<file path="config.mk">
export PLATFORM = sky130hd
export DESIGN_NAME = uart_tx_core
export DESIGN_NICKNAME = d
export VERILOG_FILES = /design/src/rtl/uart_pkg.sv /design/src/rtl/uart_baud_gen.sv /design/src/rtl/uart_tx_core.sv
export SDC_FILE = /design/constraint.sdc
export NUM_CORES = 1
export LEC_CHECK = 0
export BUFFER_PORTS_ARGS = -buffer_cell sky130_fd_sc_hd__buf_2
export CORE_MARGIN = 2
export CORE_UTILIZATION = 50
export CTS_BUF_LIST = sky130_fd_sc_hd__clkbuf_8
export CTS_CLUSTER_DIAMETER = 50
export CTS_CLUSTER_SIZE = 25
export DETAILED_ROUTE_END_ITERATION = 10
export PLACE_DENSITY = 0.65
export SLEW_MARGIN = 20
export SYNTH_ARGS = -nofsm -noshare
export SYNTH_HDL_FRONTEND = slang
export SYNTH_SLANG_ARGS = --single-unit
</file>
<file path="constraint.sdc">
create_clock -name wb_clk_i -period 4.12 [get_ports wb_clk_i]
set_clock_uncertainty 0.2 [all_clocks]
set_input_delay 0.824 -clock wb_clk_i [delete_from_list [all_inputs] [get_ports wb_clk_i]]
set_output_delay 0.824 -clock wb_clk_i [all_outputs]
set_load 0.05 [all_outputs]
</file>
<file path="src/rtl/uart_pkg.sv">
// Shared types and helpers for the UART transmit path.
package uart_pkg;

    // Baud ticks per serial bit (16x oversampling clock).
    localparam int BIT_TICKS = 16;

    typedef enum logic [1:0] {
        LEN5 = 2'b00,
        LEN6 = 2'b01,
        LEN7 = 2'b10,
        LEN8 = 2'b11
    } char_len_e;

    typedef enum logic [2:0] {
        IDLE   = 3'd0,
        START  = 3'd1,
        DATA   = 3'd2,
        PARITY = 3'd3,
        STOP1  = 3'd4,
        STOP2  = 3'd5
    } tx_state_e;

    // Per-frame configuration captured when a character is popped.
    // The parity bit is resolved at capture time so the frame is immune
    // to later changes of par_even / par_stick.
    typedef struct packed {
        char_len_e len;
        logic      par_en;
        logic      par_bit;
        logic      two_stop;
    } frame_cfg_t;

    // Clear the bits above the selected character length.
    function automatic logic [7:0] mask_data(input logic [7:0] data, input char_len_e len);
        logic [7:0] m;
        case (len)
            LEN5:    m = 8'h1F;
            LEN6:    m = 8'h3F;
            LEN7:    m = 8'h7F;
            default: m = 8'hFF;
        endcase
        return data & m;
    endfunction

    // Parity over already-masked data; stick parity overrides the XOR.
    function automatic logic calc_parity(input logic [7:0] data, input logic par_even,
                                         input logic par_stick);
        logic p;
        if (par_stick) begin
            p = ~par_even;
        end else if (par_even) begin
            p = ^data;
        end else begin
            p = ~(^data);
        end
        return p;
    endfunction

    // Index of the last data bit for a given length code (4..7).
    function automatic logic [2:0] last_bit_idx(input char_len_e len);
        return {1'b0, len} + 3'd4;
    endfunction

endpackage

</file>
<file path="src/rtl/uart_baud_gen.sv">
// 16x baud tick generator: programmable down-counter, one-cycle pulse.
module uart_baud_gen #(
    parameter int DIV_W = 16
) (
    input  logic             clk,
    input  logic             rst_n,
    input  logic [DIV_W-1:0] divisor,
    output logic             baud
);

    logic [DIV_W-1:0] cnt_r;
    logic             baud_r;

    // Reload with divisor-1 at zero so the tick period equals divisor; zero divisor parks the counter.
    always_ff @(posedge clk or negedge rst_n) begin
        if (!rst_n) begin
            cnt_r  <= '0;
            baud_r <= 1'b0;
        end else if (divisor == '0) begin
            cnt_r  <= '0;
            baud_r <= 1'b0;
        end else if (cnt_r == '0) begin
            cnt_r  <= divisor - DIV_W'(1);
            baud_r <= 1'b1;
        end else begin
            cnt_r  <= cnt_r - DIV_W'(1);
            baud_r <= 1'b0;
        end
    end

    assign baud = baud_r;

endmodule

</file>
<file path="src/rtl/uart_tx_core.sv">
// UART transmit core: write FIFO, baud generator and frame serialiser.
module uart_tx_core
    import uart_pkg::*;
#(
    parameter int FIFO_DEPTH = 16,
    parameter int DIV_W      = 16,
    parameter int CNT_W      = $clog2(FIFO_DEPTH) + 1
) (
    input  logic             wb_clk_i,
    input  logic             wb_rst_i,
    input  logic             wr_en,
    input  logic [7:0]       wr_data,
    input  logic             fifo_clr,
    input  logic [DIV_W-1:0] divisor,
    input  logic [1:0]       char_len,
    input  logic             par_en,
    input  logic             par_even,
    input  logic             par_stick,
    input  logic             two_stop,
    input  logic             brk,
    output logic             stx_pad_o,
    output logic             baud_o,
    output logic             busy,
    output logic             fifo_full,
    output logic             fifo_empty,
    output logic [CNT_W-1:0] fifo_cnt,
    output logic             ovf
);

    localparam int PTR_W = $clog2(FIFO_DEPTH);

    // FIFO storage and bookkeeping
    logic [7:0]       mem_r [FIFO_DEPTH];
    logic [PTR_W-1:0] wr_ptr_r;
    logic [PTR_W-1:0] rd_ptr_r;
    logic [CNT_W-1:0] cnt_r;
    logic [CNT_W-1:0] cnt_nxt_s;
    logic             full_r;
    logic             empty_r;
    logic             ovf_r;
    logic             ovf_nxt_s;
    logic             push_s;
    logic             pop_s;

    // Serialiser
    logic             baud_s;
    logic             bit_end_s;
    tx_state_e        state_r;
    tx_state_e        state_nxt_s;
    frame_cfg_t       cfg_r;
    frame_cfg_t       cfg_nxt_s;
    logic [7:0]       head_s;
    logic [7:0]       shift_r;
    logic [7:0]       shift_nxt_s;
    logic [2:0]       bit_idx_r;
    logic [3:0]       tick_cnt_r;
    logic             line_r;
    logic             line_nxt_s;
    logic             busy_r;

    uart_baud_gen #(.DIV_W(DIV_W)) u_baud_gen (
        .clk     (wb_clk_i),
        .rst_n   (wb_rst_i),
        .divisor (divisor),
        .baud    (baud_s)
    );

    assign head_s    = mask_data(mem_r[rd_ptr_r], char_len_e'(char_len));
    assign bit_end_s = baud_s && (tick_cnt_r == 4'(BIT_TICKS - 1));

    // FIFO push / overflow / next occupancy; a flush wins over everything.
    always_comb begin
        push_s    = 1'b0;
        ovf_nxt_s = 1'b0;
        cnt_nxt_s = cnt_r;
        if (fifo_clr) begin
            cnt_nxt_s = '0;
        end else begin
            if (wr_en && (!full_r || pop_s)) begin
                push_s = 1'b1;
            end else begin
                ovf_nxt_s = wr_en;
            end
            cnt_nxt_s = cnt_r + CNT_W'(push_s) - CNT_W'(pop_s);
        end
    end

    // FIFO pointers, occupancy and status flags.
    always_ff @(posedge wb_clk_i or negedge wb_rst_i) begin
        if (!wb_rst_i) begin
            wr_ptr_r <= '0;
            rd_ptr_r <= '0;
            cnt_r    <= '0;
            full_r   <= 1'b0;
            empty_r  <= 1'b1;
            ovf_r    <= 1'b0;
        end else begin
            if (fifo_clr) begin
                wr_ptr_r <= '0;
                rd_ptr_r <= '0;
            end else begin
                if (push_s) begin
                    wr_ptr_r <= wr_ptr_r + PTR_W'(1);
                end
                if (pop_s) begin
                    rd_ptr_r <= rd_ptr_r + PTR_W'(1);
                end
            end
            cnt_r   <= cnt_nxt_s;
            full_r  <= (cnt_nxt_s == CNT_W'(FIFO_DEPTH));
            empty_r <= (cnt_nxt_s == '0);
            ovf_r   <= ovf_nxt_s;
        end
    end

    // FIFO storage array; contents need no reset since the count guards reads.
    always_ff @(posedge wb_clk_i) begin
        if (push_s) begin
            mem_r[wr_ptr_r] <= wr_data;
        end
    end

    // Frame FSM state register.
    always_ff @(posedge wb_clk_i or negedge wb_rst_i) begin
        if (!wb_rst_i) begin
            state_r <= IDLE;
        end else begin
            state_r <= state_nxt_s;
        end
    end

    // Frame FSM next state; a pop happens only when a new frame starts.
    always_comb begin
        state_nxt_s = state_r;
        pop_s       = 1'b0;
        case (state_r)
            IDLE: begin
                if (baud_s && !empty_r) begin
                    state_nxt_s = START;
                    pop_s       = 1'b1;
                end else begin
                    state_nxt_s = IDLE;
                end
            end
            START: begin
                if (bit_end_s) begin
                    state_nxt_s = DATA;
                end else begin
                    state_nxt_s = START;
                end
            end
            DATA: begin
                if (bit_end_s && (bit_idx_r == last_bit_idx(cfg_r.len))) begin
                    state_nxt_s = cfg_r.par_en ? PARITY : STOP1;
                end else begin
                    state_nxt_s = DATA;
                end
            end
            PARITY: begin
                if (bit_end_s) begin
                    state_nxt_s = STOP1;
                end else begin
                    state_nxt_s = PARITY;
                end
            end
            STOP1: begin
                if (bit_end_s && cfg_r.two_stop) begin
                    state_nxt_s = STOP2;
                end else if (bit_end_s && !empty_r) begin
                    state_nxt_s = START;
                    pop_s       = 1'b1;
                end else if (bit_end_s) begin
                    state_nxt_s = IDLE;
                end else begin
                    state_nxt_s = STOP1;
                end
            end
            STOP2: begin
                if (bit_end_s && !empty_r) begin
                    state_nxt_s = START;
                    pop_s       = 1'b1;
                end else if (bit_end_s) begin
                    state_nxt_s = IDLE;
                end else begin
                    state_nxt_s = STOP2;
                end
            end
            default: begin
                state_nxt_s = IDLE;
            end
        endcase
    end

    // Next shift register, captured frame config and line level for the coming cycle.
    always_comb begin
        shift_nxt_s        = shift_r;
        cfg_nxt_s          = cfg_r;
        line_nxt_s         = 1'b1;
        if (pop_s) begin
            shift_nxt_s        = head_s;
            cfg_nxt_s.len      = char_len_e'(char_len);
            cfg_nxt_s.par_en   = par_en;
            cfg_nxt_s.par_bit  = calc_parity(head_s, par_even, par_stick);
            cfg_nxt_s.two_stop = two_stop;
        end else if ((state_r == DATA) && bit_end_s) begin
            shift_nxt_s = {1'b0, shift_r[7:1]};
        end else begin
            shift_nxt_s = shift_r;
        end
        case (state_nxt_s)
            IDLE:    line_nxt_s = 1'b1;
            START:   line_nxt_s = 1'b0;
            DATA:    line_nxt_s = shift_nxt_s[0];
            PARITY:  line_nxt_s = cfg_r.par_bit;
            STOP1:   line_nxt_s = 1'b1;
            STOP2:   line_nxt_s = 1'b1;
            default: line_nxt_s = 1'b1;
        endcase
    end

    // Serialiser datapath: bit timing, data shifting and registered line / busy.
    always_ff @(posedge wb_clk_i or negedge wb_rst_i) begin
        if (!wb_rst_i) begin
            cfg_r      <= '0;
            shift_r    <= 8'h00;
            bit_idx_r  <= 3'd0;
            tick_cnt_r <= 4'd0;
            line_r     <= 1'b1;
            busy_r     <= 1'b0;
        end else begin
            cfg_r   <= cfg_nxt_s;
            shift_r <= shift_nxt_s;
            if (pop_s) begin
                bit_idx_r <= 3'd0;
            end else if ((state_r == DATA) && bit_end_s) begin
                bit_idx_r <= bit_idx_r + 3'd1;
            end
            if (state_r == IDLE) begin
                tick_cnt_r <= 4'd0;
            end else if (baud_s) begin
                tick_cnt_r <= tick_cnt_r + 4'd1;
            end
            line_r <= line_nxt_s;
            busy_r <= (state_nxt_s != IDLE);
        end
    end

    // Break overrides the line asynchronously to the frame timing.
    assign stx_pad_o  = line_r & ~brk;
    assign baud_o     = baud_s;
    assign busy       = busy_r;
    assign fifo_full  = full_r;
    assign fifo_empty = empty_r;
    assign fifo_cnt   = cnt_r;
    assign ovf        = ovf_r;

endmodule

</file>
==> results.json, run 1 <==
{
  "synth_area_leaders": "edfxtp_1 46%, dfrtp_1 17%, mux4_2 3.8%",
  "finalNetCount": 680,
  "num_vias": 4836,
  "fin_tns_setup_ns": 0,
  "final_cell_mix": "128 x edfxtp_1, 75 x nor2_1, 55 x dfrtp_1",
  "critPathKind": "reg -> reg",
  "ant_nets": 0,
  "gp_congestion": 0.865,
  "final-setup-viol-count": 0,
  "r2r_start": "tick_cnt_r[0]$_DFFE_PN0P_",
  "place_hpwl_um": 11000,
  "place_area_um2": 8760,
  "min_period_ns": 3.66,
  "antenna_found_initial": 0,
  "wl_per_cell_um": 18.5,
  "syn_to_final_growth_pct": 10.6,
  "clk_latency_ns": 0.46,
  "layout_commonest_cell": "edfxtp_1",
  "hold_viol": 0,
  "status": "finished clean",
  "required_ns": 4.32,
  "final_cell_area_um2": 9140,
  "ys_warn_count": 0,
  "grt_use_total_pct": 19.3,
  "cts_hold_buf": 0,
  "ir_drop_mv": 0.451,
  "synth_top_area_cell": "edfxtp_1",
  "htree_levels": 4,
  "initial_core_util_pct": 50.6,
  "synth_fp_nets": 620,
  "drc": 0,
  "clkSinkCount": 186,
  "drt-pass1-iter-count": 4,
  "hold_class": "in -> async",
  "numCtsBuffers": 17,
  "drv_slew": 0,
  "grt_overflow": 0,
  "ys_seq_area_share_pct": 64.1,
  "grt_max_degree": 38,
  "cts_tree": "built",
  "slew_headroom_pct": 38.6,
  "critPathLaunchType": "register",
  "fmax_mhz": 273,
  "fill_cells": 1373,
  "clockRootBuffer": "clkbuf_8",
  "reg2reg_to": "fifo_empty$_DFF_PN1_",
  "clk_pin_slew_ns": 0.10,
  "cap_violations": 0,
  "crit_path_end_kind": "register",
  "synth_top_area_share_pct": 46.5,
  "cp_max_fo": 5,
  "post_cts_buffers": 0,
  "rows": 47,
  "power_density_nw_per_um2": 431,
  "synth_edf_count": 128,
  "routed_wl_um": 16000,
  "grt_pass1_wl_um": 26000,
  "core_um2": 16300,
  "first_global_vias": 4983,
  "cp.arrival_ns": 3.87,
  "async_reset_ff_share_pct": 31.2,
  "clockBufferDepth": 2,
  "drive_gt1_share_pct": 20.5,
  "yosys.cell_types.count": 58,
  "finalCritPeriodShare_pct": 88.9,
  "rrSetupSlack_ns": 0.46,
  "r2r_cells": 15,
  "ios": 46,
  "port_buffers": 45,
  "worst_pin_slew_ns": 0.917,
  "syn_inst": 571,
  "syn_area_um2": 8270,
  "die_h_um": 133,
  "initialDrtViolationCount": 243,
  "ys_ff_latch": 186,
  "n_antenna_cell": 0,
  "die_w_um": 133,
  "drt-vias-per-instance": 5.60,
  "post_cts_resized": 0,
  "avgSynthCellArea_um2": 14.5,
  "grt_setup_unrepaired": "false",
  "p_leak_nw": 3.36,
  "die-area_um2": 17600,
  "synthFlopType": "edfxtp_1"
}
worst max-delay path, cell delays in order, from the launching register on:
cell	delay [ns]
dfrtp_1	0.41
ha_1	0.20
nand4_1	0.22
nor4_1	0.32
o21a_1	0.21
nand2b_1	0.20
nand2_1	0.15
ha_1	0.30
inv_1	0.06
ha_1	0.17
inv_1	0.06
fa_1	0.39
xor2_1	0.17
nor2_1	0.07
nor4_1	0.32
nor2b_1	0.17
registers in the layout, summed over array words and instances (netlist names):
register,count
cfg_r,5
ovf,1
rd_ptr_r,4
fifo_cnt,5
tick_cnt_r,4
u_baud_gen.baud,1
mem_r,128
line_r,1
fifo_full,1
wr_ptr_r,4
shift_r,8
busy,1
state_r,3
u_baud_gen.cnt_r,16
bit_idx_r,3
fifo_empty,1
cell usage after synthesis, types with 10 or more instances:
cell	count
clkbuf_1	12
nand2_1	19
ha_1	13
nor2_1	75
a21oi_1	33
xnor2_1	14
edfxtp_1	128
dfrtp_1	56
xor2_1	17
mux4_1	10
mux2i_1	25
mux4_2	14
inv_1	13
nand3_1	13
routing by layer:
metal  global-route usage, %  wire length (um)  vias up
met5                       0                 0        -
met2                    32.4              8190      133
met4                    5.26               206        0
met1                    25.6              6920     2425
met3                    4.06               678       18
li1                        -                 -     2260
cells by family after synthesis:
| kind of cell | share of synthesized area, % |
|---|---|
| DFF | 64.1 |
| and+or+nand+nor | 9.72 |
| AOI/OAI and AO/OA | 6.31 |
| muxes | 11.4 |
| buffers and inverters | 2.69 |
| xor gates and xnor gates | 3.56 |
| adders and majority gates | 2.21 |
worst max path at each step:
stage,slack [ns],startpoint,cells past startpoint,endpoint
final,0.46,tick_cnt_r[0]$_DFFE_PN0P_,15,fifo_empty$_DFF_PN1_
after global routing,0.12,tick_cnt_r[0]$_DFFE_PN0P_,15,fifo_empty$_DFF_PN1_
after CTS,0.42,tick_cnt_r[0]$_DFFE_PN0P_,15,fifo_empty$_DFF_PN1_
after detailed placement,0.45,tick_cnt_r[0]$_DFFE_PN0P_,15,fifo_empty$_DFF_PN1_
after global placement,0.64,state_r[1]$_DFF_PN0_,14,fifo_empty$_DFF_PN1_
after floorplan,0.36,u_baud_gen.baud$_DFF_PN0_,15,fifo_empty$_DFF_PN1_
where the power goes:
| part | total [W] | switching (W) | internal, W |
|---|---|---|---|
| logic | 0.000581 | 0.000350 | 0.000231 |
| registers | 0.00219 | 0.0000747 | 0.00212 |
| clock network | 0.00117 | 0.000713 | 0.000452 |
layout make-up:
| class | count | area, um^2 | area share, % |
|---|---|---|---|
| Inverter | 13 | 48.8 | 0.534 |
| Timing Repair Buffer | 65 | 388 | 4.24 |
| Clock inverter | 15 | 153 | 1.67 |
| Multi-Input combinational cell | 348 | 2750 | 30.0 |
| Clock buffer | 17 | 234 | 2.56 |
| Tap cell | 220 | 275 | 3.01 |
| Sequential cell | 186 | 5300 | 58.0 |
per-stage QoR:
stage	hold slack [ns]	total power, W	cells	setup WS (ns)	utilization [%]
floorplan	0.273	0.00265	571	0.360	-
global placement	0.299	0.00279	832	0.643	53.6
detailed placement	0.316	0.00282	832	0.449	53.6
CTS	0.274	0.00397	864	0.421	55.9
global route	0.320	0.00413	864	0.115	55.9
finish	0.270	0.00394	864	0.456	55.9
Power figures use the tool's default switching activity.
==> run 2, diff against run 1 <==
==> constraint.sdc (replaced) <==
create_clock -name wb_clk_i -period 4.05 [get_ports wb_clk_i]
set_clock_uncertainty 0.2 [all_clocks]
set_input_delay 0.81 -clock wb_clk_i [delete_from_list [all_inputs] [get_ports wb_clk_i]]
set_output_delay 0.81 -clock wb_clk_i [all_outputs]
set_load 0.05 [all_outputs]
==> run 2 against run 1 <==
Effect of this change: sequential power increased by 2%; power is 0.98% higher; clock power about the same; utilization decreased by 0.24 points; non-clock buffer count shrank 3; flip-flop and latch count stayed put; first-iteration DRC count rose by 3.3%; combinational power rose by 1%; register-to-register slack worse by 0.13 ns; critical path depth decreased by 1; critical endpoint unchanged.
==> results.json, run 2 (synthesized netlist as in run 1, its figures left out) <==
{
  "crit_path_top_delay_cell": "dfrtp_1",
  "routed_wl_um": 15600,
  "ant_nets": 0,
  "die_h_um": 133,
  "required_ns": 4.23,
  "slowest_delay_ns": 0.48,
  "first_global_vias": 4838,
  "num_vias": 4761,
  "critPathLaunchType": "register",
  "status": "finished clean",
  "pwr-share-clk_pct": 29.2,
  "cp_max_fo": 10,
  "fin_tns_setup_ns": 0,
  "initial_core_util_pct": 50.6,
  "drt-vias-per-instance": 5.53,
  "hold_class": "in -> async",
  "crit_path_end_kind": "register",
  "grt_setup_unrepaired": "false",
  "wl_per_cell_um": 18.1,
  "ios": 46,
  "final_cell_mix": "128 x edfxtp_1, 75 x nor2_1, 55 x dfrtp_1",
  "clockRootBuffer": "clkbuf_8",
  "place_hpwl_um": 10600,
  "die-area_um2": 17600,
  "crit_chain": "nor3_1 -> and2_1 -> o21a_1 -> nand2b_1 -> nand2_1 -> ha_1 -> inv_1 -> ha_1 -> inv_1 -> fa_1 -> xor2_1 -> nor2_1 -> nor4_1 -> nor2b_1",
  "fmax_mhz": 268,
  "grt_pass1_wl_um": 25500,
  "comb_power_share_pct": 14.8,
  "die_w_um": 133,
  "core_um2": 16300,
  "clkSinkCount": 186,
  "layout_commonest_cell": "edfxtp_1",
  "hold_viol": 0,
  "port_buffers": 45,
  "gp_congestion": 0.847,
  "syn_to_final_growth_pct": 10.1,
  "worst_pin_slew_ns": 0.911,
  "final-setup-viol-count": 0,
  "finalNetCount": 677,
  "grt_use_total_pct": 19.0,
  "drc": 0,
  "internal_power_w": 0.00289,
  "clk_pin_slew_ns": 0.09,
  "post_cts_buffers": 0,
  "n_antenna_cell": 0,
  "cp.arrival_ns": 3.91,
  "cap_violations": 0,
  "p_leak_nw": 3.34,
  "seqPwrFrac_pct": 56.0,
  "numCtsBuffers": 17,
  "slew_headroom_pct": 39.0,
  "power.share.switching_pct": 27.4,
  "grt_overflow": 0,
  "drv_slew": 0,
  "top_regs": "mem_r: 128 flops, u_baud_gen.cnt_r: 16 flops, shift_r: 8 flops",
  "antenna_found_initial": 0,
  "clockBufferDepth": 2,
  "post_cts_resized": 0,
  "min_period_ns": 3.73,
  "power_density_nw_per_um2": 437,
  "largest-register": "mem_r",
  "rows": 47,
  "critPathKind": "reg -> reg",
  "post-route-util_pct": 55.7,
  "grt_max_degree": 35,
  "switchingPower_w": 0.00109,
  "htree_levels": 4,
  "drive_gt1_share_pct": 20.0,
  "cts_hold_buf": 0,
  "drt-pass1-iter-count": 4,
  "largest_reg_flops": 128,
  "cts_tree": "built",
  "finalCritPeriodShare_pct": 92.0,
  "clk_latency_ns": 0.46,
  "initialDrtViolationCount": 251,
  "ir_drop_mv": 0.287
}
==> run 2: cell types whose count changed in the layout (fill, tap and decap cells not counted), moves of 2 or more <==
cell,before,now
buf_4,19,17
clkinv_8,3,1
inv_6,5,1
clkinvlp_4,0,2
clkinv_4,2,5
==> run 2: power by group through the flow <==
stage / combinational (W) / sequential, W / clock, W
finish: 0.000589 / 0.00223 / 0.00116
global route: 0.000660 / 0.00224 / 0.00128
CTS: 0.000594 / 0.00223 / 0.00119
detailed placement: 0.000593 / 0.00227 / 0
global placement: 0.000579 / 0.00226 / 0
floorplan: 0.000367 / 0.00233 / 0
==> run 2: final cells by class <==
cell class                      instances  area (um^2)
Timing Repair Buffer                   62          353
Clock buffer                           17          234
Multi-Input combinational cell        348         2750
Sequential cell                       186         5300
Fill cell                            1386         7240
Clock inverter                         15          149
Inverter                               13         48.8
Tap cell                              220          275
==> run 2: per-stage QoR <==
stage | setup WS (ns) | instances | hold WS [ns] | total power [W] | instance area, um^2
floorplan | 0.290 | 571 | 0.273 | 0.00269 | 8270
global placement | 0.545 | 829 | 0.298 | 0.00284 | 8720
detailed placement | 0.372 | 829 | 0.319 | 0.00286 | 8720
CTS | 0.341 | 861 | 0.225 | 0.00401 | 9100
global route | 0.00995 | 861 | 0.275 | 0.00419 | 9100
finish | 0.325 | 861 | 0.228 | 0.00398 | 9100
==> run 2: path summary, 6_finish.rpt <==
check	from	slack, ns	end	depth (start not counted)
max reg2reg	state_r[1]$_DFF_PN0_	0.32	fifo_empty$_DFF_PN1_	14
min in group wb_clk_i	cfg_r[0]$_DFFE_PN0P_	0.33	cfg_r[0]$_DFFE_PN0P_	1
min	wb_rst_i	0.23	u_baud_gen.cnt_r[3]$_DFF_PN0_	1
max	state_r[1]$_DFF_PN0_	0.32	fifo_empty$_DFF_PN1_	14
min reg2reg	cfg_r[0]$_DFFE_PN0P_	0.33	cfg_r[0]$_DFFE_PN0P_	1
max in group asynchronous	wb_rst_i	2.54	fifo_empty$_DFF_PN1_	2
==> run 2: routing by layer <==
| metal | global-route usage (%) | up-vias | share of wire (%) |
|---|---|---|---|
| met4 | 6.63 | 0 | 1.7 |
| met1 | 24.7 | 2389 | 45 |
| met2 | 32.0 | 89 | 50 |
| met3 | 4.10 | 15 | 3.3 |
| met5 | 0 | - | 0 |
| li1 | - | 2268 | - |
==> run 2: worst max-delay path, delay by kind of cell (launching register included) <==
kind / cells / cell delay, ns
and+or+nand+nor: 7 / 1.69
adders and majority gates: 3 / 0.85
DFF: 1 / 0.48
xor gates and xnor gates: 1 / 0.17
AOI/OAI and AO/OA: 1 / 0.15
buffers and inverters: 2 / 0.11
==> run 3, diff against run 2 <==
--- a/config.mk
+++ b/config.mk
@@ -7,12 +7,13 @@
 export LEC_CHECK = 0
 export BUFFER_PORTS_ARGS = -buffer_cell sky130_fd_sc_hd__buf_2
 export CORE_MARGIN = 2
-export CORE_UTILIZATION = 50
+export CORE_UTILIZATION = 63
 export CTS_BUF_LIST = sky130_fd_sc_hd__clkbuf_8
 export CTS_CLUSTER_DIAMETER = 50
 export CTS_CLUSTER_SIZE = 25
 export DETAILED_ROUTE_END_ITERATION = 10
-export PLACE_DENSITY = 0.65
+export GPL_TIMING_DRIVEN = 0
+export PLACE_DENSITY = 0.8
 export SLEW_MARGIN = 20
 export SYNTH_ARGS = -nofsm -noshare
 export SYNTH_HDL_FRONTEND = slang
==> run 3 against run 2 <==
Effect of this change: worst hold slack got worse by 0.040 ns; non-clock buffer count rose by 6; sequential share of layout area fell by 0.18 points; highest routed layer unchanged; first-iteration DRC count rose by 91%; sequential power barely moved.
==> results.json, run 3 (synthesized netlist as in run 1, its figures left out) <==
{
  "routed_wl_um": 16000,
  "clk_latency_ns": 0.46,
  "clkSinkCount": 186,
  "final-setup-viol-count": 0,
  "p_leak_nw": 3.35,
  "drt-vias-per-instance": 6.14,
  "grt_pass1_wl_um": 25500,
  "die_h_um": 119,
  "layout_commonest_cell": "edfxtp_1",
  "power.share.switching_pct": 27.1,
  "grt_overflow": 0,
  "power_density_nw_per_um2": 441,
  "htree_levels": 4,
  "required_ns": 4.24,
  "finalNetCount": 683,
  "finalCritPeriodShare_pct": 93.4,
  "hold_class": "in -> async",
  "crit_path_top_delay_cell": "fa_1",
  "cts_tree": "built",
  "initialDrtViolationCount": 479,
  "hold_viol": 0,
  "port_buffers": 45,
  "slowest_delay_ns": 0.41,
  "n_antenna_cell": 0,
  "critPathLaunchType": "register",
  "ios": 46,
  "cp-endpoint": "fifo_empty$_DFF_PN1_",
  "drt-pass1-iter-count": 5,
  "fmax_mhz": 264,
  "crit_chain": "ha_1 -> nand4_1 -> nor4_2 -> o21a_2 -> nand2b_1 -> nand2_1 -> ha_1 -> inv_1 -> ha_1 -> inv_1 -> fa_1 -> xor2_1 -> nor2_1 -> nor4_1 -> nor2b_1",
  "critical-path-top-delay-family": "simple AND/OR/NAND/NOR gates",
  "min_period_ns": 3.78,
  "worst_pin_slew_ns": 0.945,
  "die_w_um": 119,
  "first_global_vias": 4919,
  "initial_core_util_pct": 65.0,
  "place_hpwl_um": 11100,
  "core_um2": 12700,
  "num_vias": 5032,
  "largest-register": "mem_r",
  "drv_slew": 0,
  "reg2reg_to": "fifo_empty$_DFF_PN1_",
  "drc": 0,
  "ir_drop_mv": 0.373,
  "grt_use_total_pct": 24.1,
  "fin_cells": 819,
  "grt_max_degree": 59,
  "cp.arrival_ns": 3.98,
  "drive_gt1_share_pct": 19.3,
  "whs_ns": 0.188,
  "switchingPower_w": 0.00109,
  "internal_power_w": 0.00294,
  "rrSetupSlack_ns": 0.27,
  "crit_path_end_kind": "register",
  "gp_congestion": 0.951,
  "numCtsBuffers": 17,
  "syn_to_final_growth_pct": 10.5,
  "cp.depth": 15,
  "cp_max_fo": 5,
  "r2r_cells": 15,
  "top_regs": "mem_r: 128 flops, u_baud_gen.cnt_r: 16 flops, shift_r: 8 flops",
  "rows": 41,
  "dp_cells": 788,
  "path_buf_inv": 2,
  "crit_start": "tick_cnt_r[0]$_DFFE_PN0P_",
  "clockRootBuffer": "clkbuf_8",
  "final_cell_mix": "128 x edfxtp_1, 75 x nor2_1, 56 x dfrtp_1",
  "die-area_um2": 14100,
  "largest_reg_flops": 128,
  "status": "finished clean",
  "cap_violations": 0,
  "path_common_cell": "ha_1",
  "seqPwrFrac_pct": 55.4,
  "clk_pin_slew_ns": 0.09,
  "pwr-share-clk_pct": 29.6,
  "comb_power_share_pct": 15.0,
  "clockBufferDepth": 2,
  "ant_nets": 0,
  "critPathKind": "reg -> reg",
  "antenna_found_initial": 0,
  "r2r_start": "tick_cnt_r[0]$_DFFE_PN0P_",
  "slew_headroom_pct": 36.8,
  "wl_per_cell_um": 19.5
}
run 3: how the worst min path moves through the flow:
stage / end / from / cells after the start / slack [ns]
finish: tick_cnt_r[0]$_DFFE_PN0P_ / wb_rst_i / 1 / 0.19
global route: tick_cnt_r[0]$_DFFE_PN0P_ / wb_rst_i / 1 / 0.23
CTS: tick_cnt_r[0]$_DFFE_PN0P_ / wb_rst_i / 1 / 0.20
detailed placement: cfg_r[0]$_DFFE_PN0P_ / cfg_r[0]$_DFFE_PN0P_ / 1 / 0.30
global placement: cfg_r[0]$_DFFE_PN0P_ / cfg_r[0]$_DFFE_PN0P_ / 1 / 0.29
floorplan: cfg_r[0]$_DFFE_PN0P_ / cfg_r[0]$_DFFE_PN0P_ / 1 / 0.27
run 3: metal layers:
| metal | part of all wire [%] | vias up | global-route usage (%) |
|---|---|---|---|
| li1 | - | 2273 | - |
| met4 | 1.9 | 0 | 7.66 |
| met2 | 51 | 209 | 39.9 |
| met3 | 5.6 | 42 | 5.45 |
| met5 | 0 | - | 0 |
| met1 | 42 | 2508 | 31.9 |
run 3: final cells by class:
cell class | instances | area (um^2)
well taps | 172 | 215
inverters | 13 | 48.8
clock buffers | 17 | 234
fillers | 850 | 3590
flip-flops and latches | 186 | 5300
clock inverters | 15 | 149
multi-input cells | 348 | 2790
repair buffers | 46 | 235
plain buffers | 22 | 166
run 3: worst register-to-register path, cell delays in order, from the launching register on:
cell and delay, ns:
dfrtp_1 0.40, ha_1 0.18, nand4_1 0.16, nor4_2 0.31, o21a_2 0.27, nand2b_1 0.23, nand2_1 0.19, ha_1 0.33
inv_1 0.06, ha_1 0.16, inv_1 0.06, fa_1 0.41, xor2_1 0.17, nor2_1 0.07, nor4_1 0.29, nor2b_1 0.21
run 3: timing repair:
action / in CTS / in global routing
setup buffers: 0 / 1
pin swaps: 0 / 1
gates resized for setup: 1 / 3
hold buffers: 0 / 0
setup endpoints to repair: 3 / 3
run 3: power by group through the flow:
stage          Combinational (W)  Sequential [W]  Clock [W]
2_1_floorplan           0.000367         0.00233          0
3_3_place_gp            0.000574         0.00226          0
3_5_place_dp            0.000597         0.00227          0
4_1_cts                 0.000603         0.00223    0.00121
5_1_grt                 0.000662         0.00224    0.00129
6_report                0.000606         0.00223    0.00119
run 3: per-stage QoR:
step	worst slack [ns]	utilization, %	setup TNS, ns	power, W	cell area, um^2
finish	0.268	71.8	0	0.00403	9130
global route	-0.00641	71.8	-0.00641	0.00420	9130
CTS	0.0902	71.6	0	0.00405	9110
detailed placement	-0.117	68.6	-0.218	0.00287	8730
global placement	-0.0411	68.4	-0.0474	0.00284	8710
floorplan	0.290	-	0	0.00269	8270
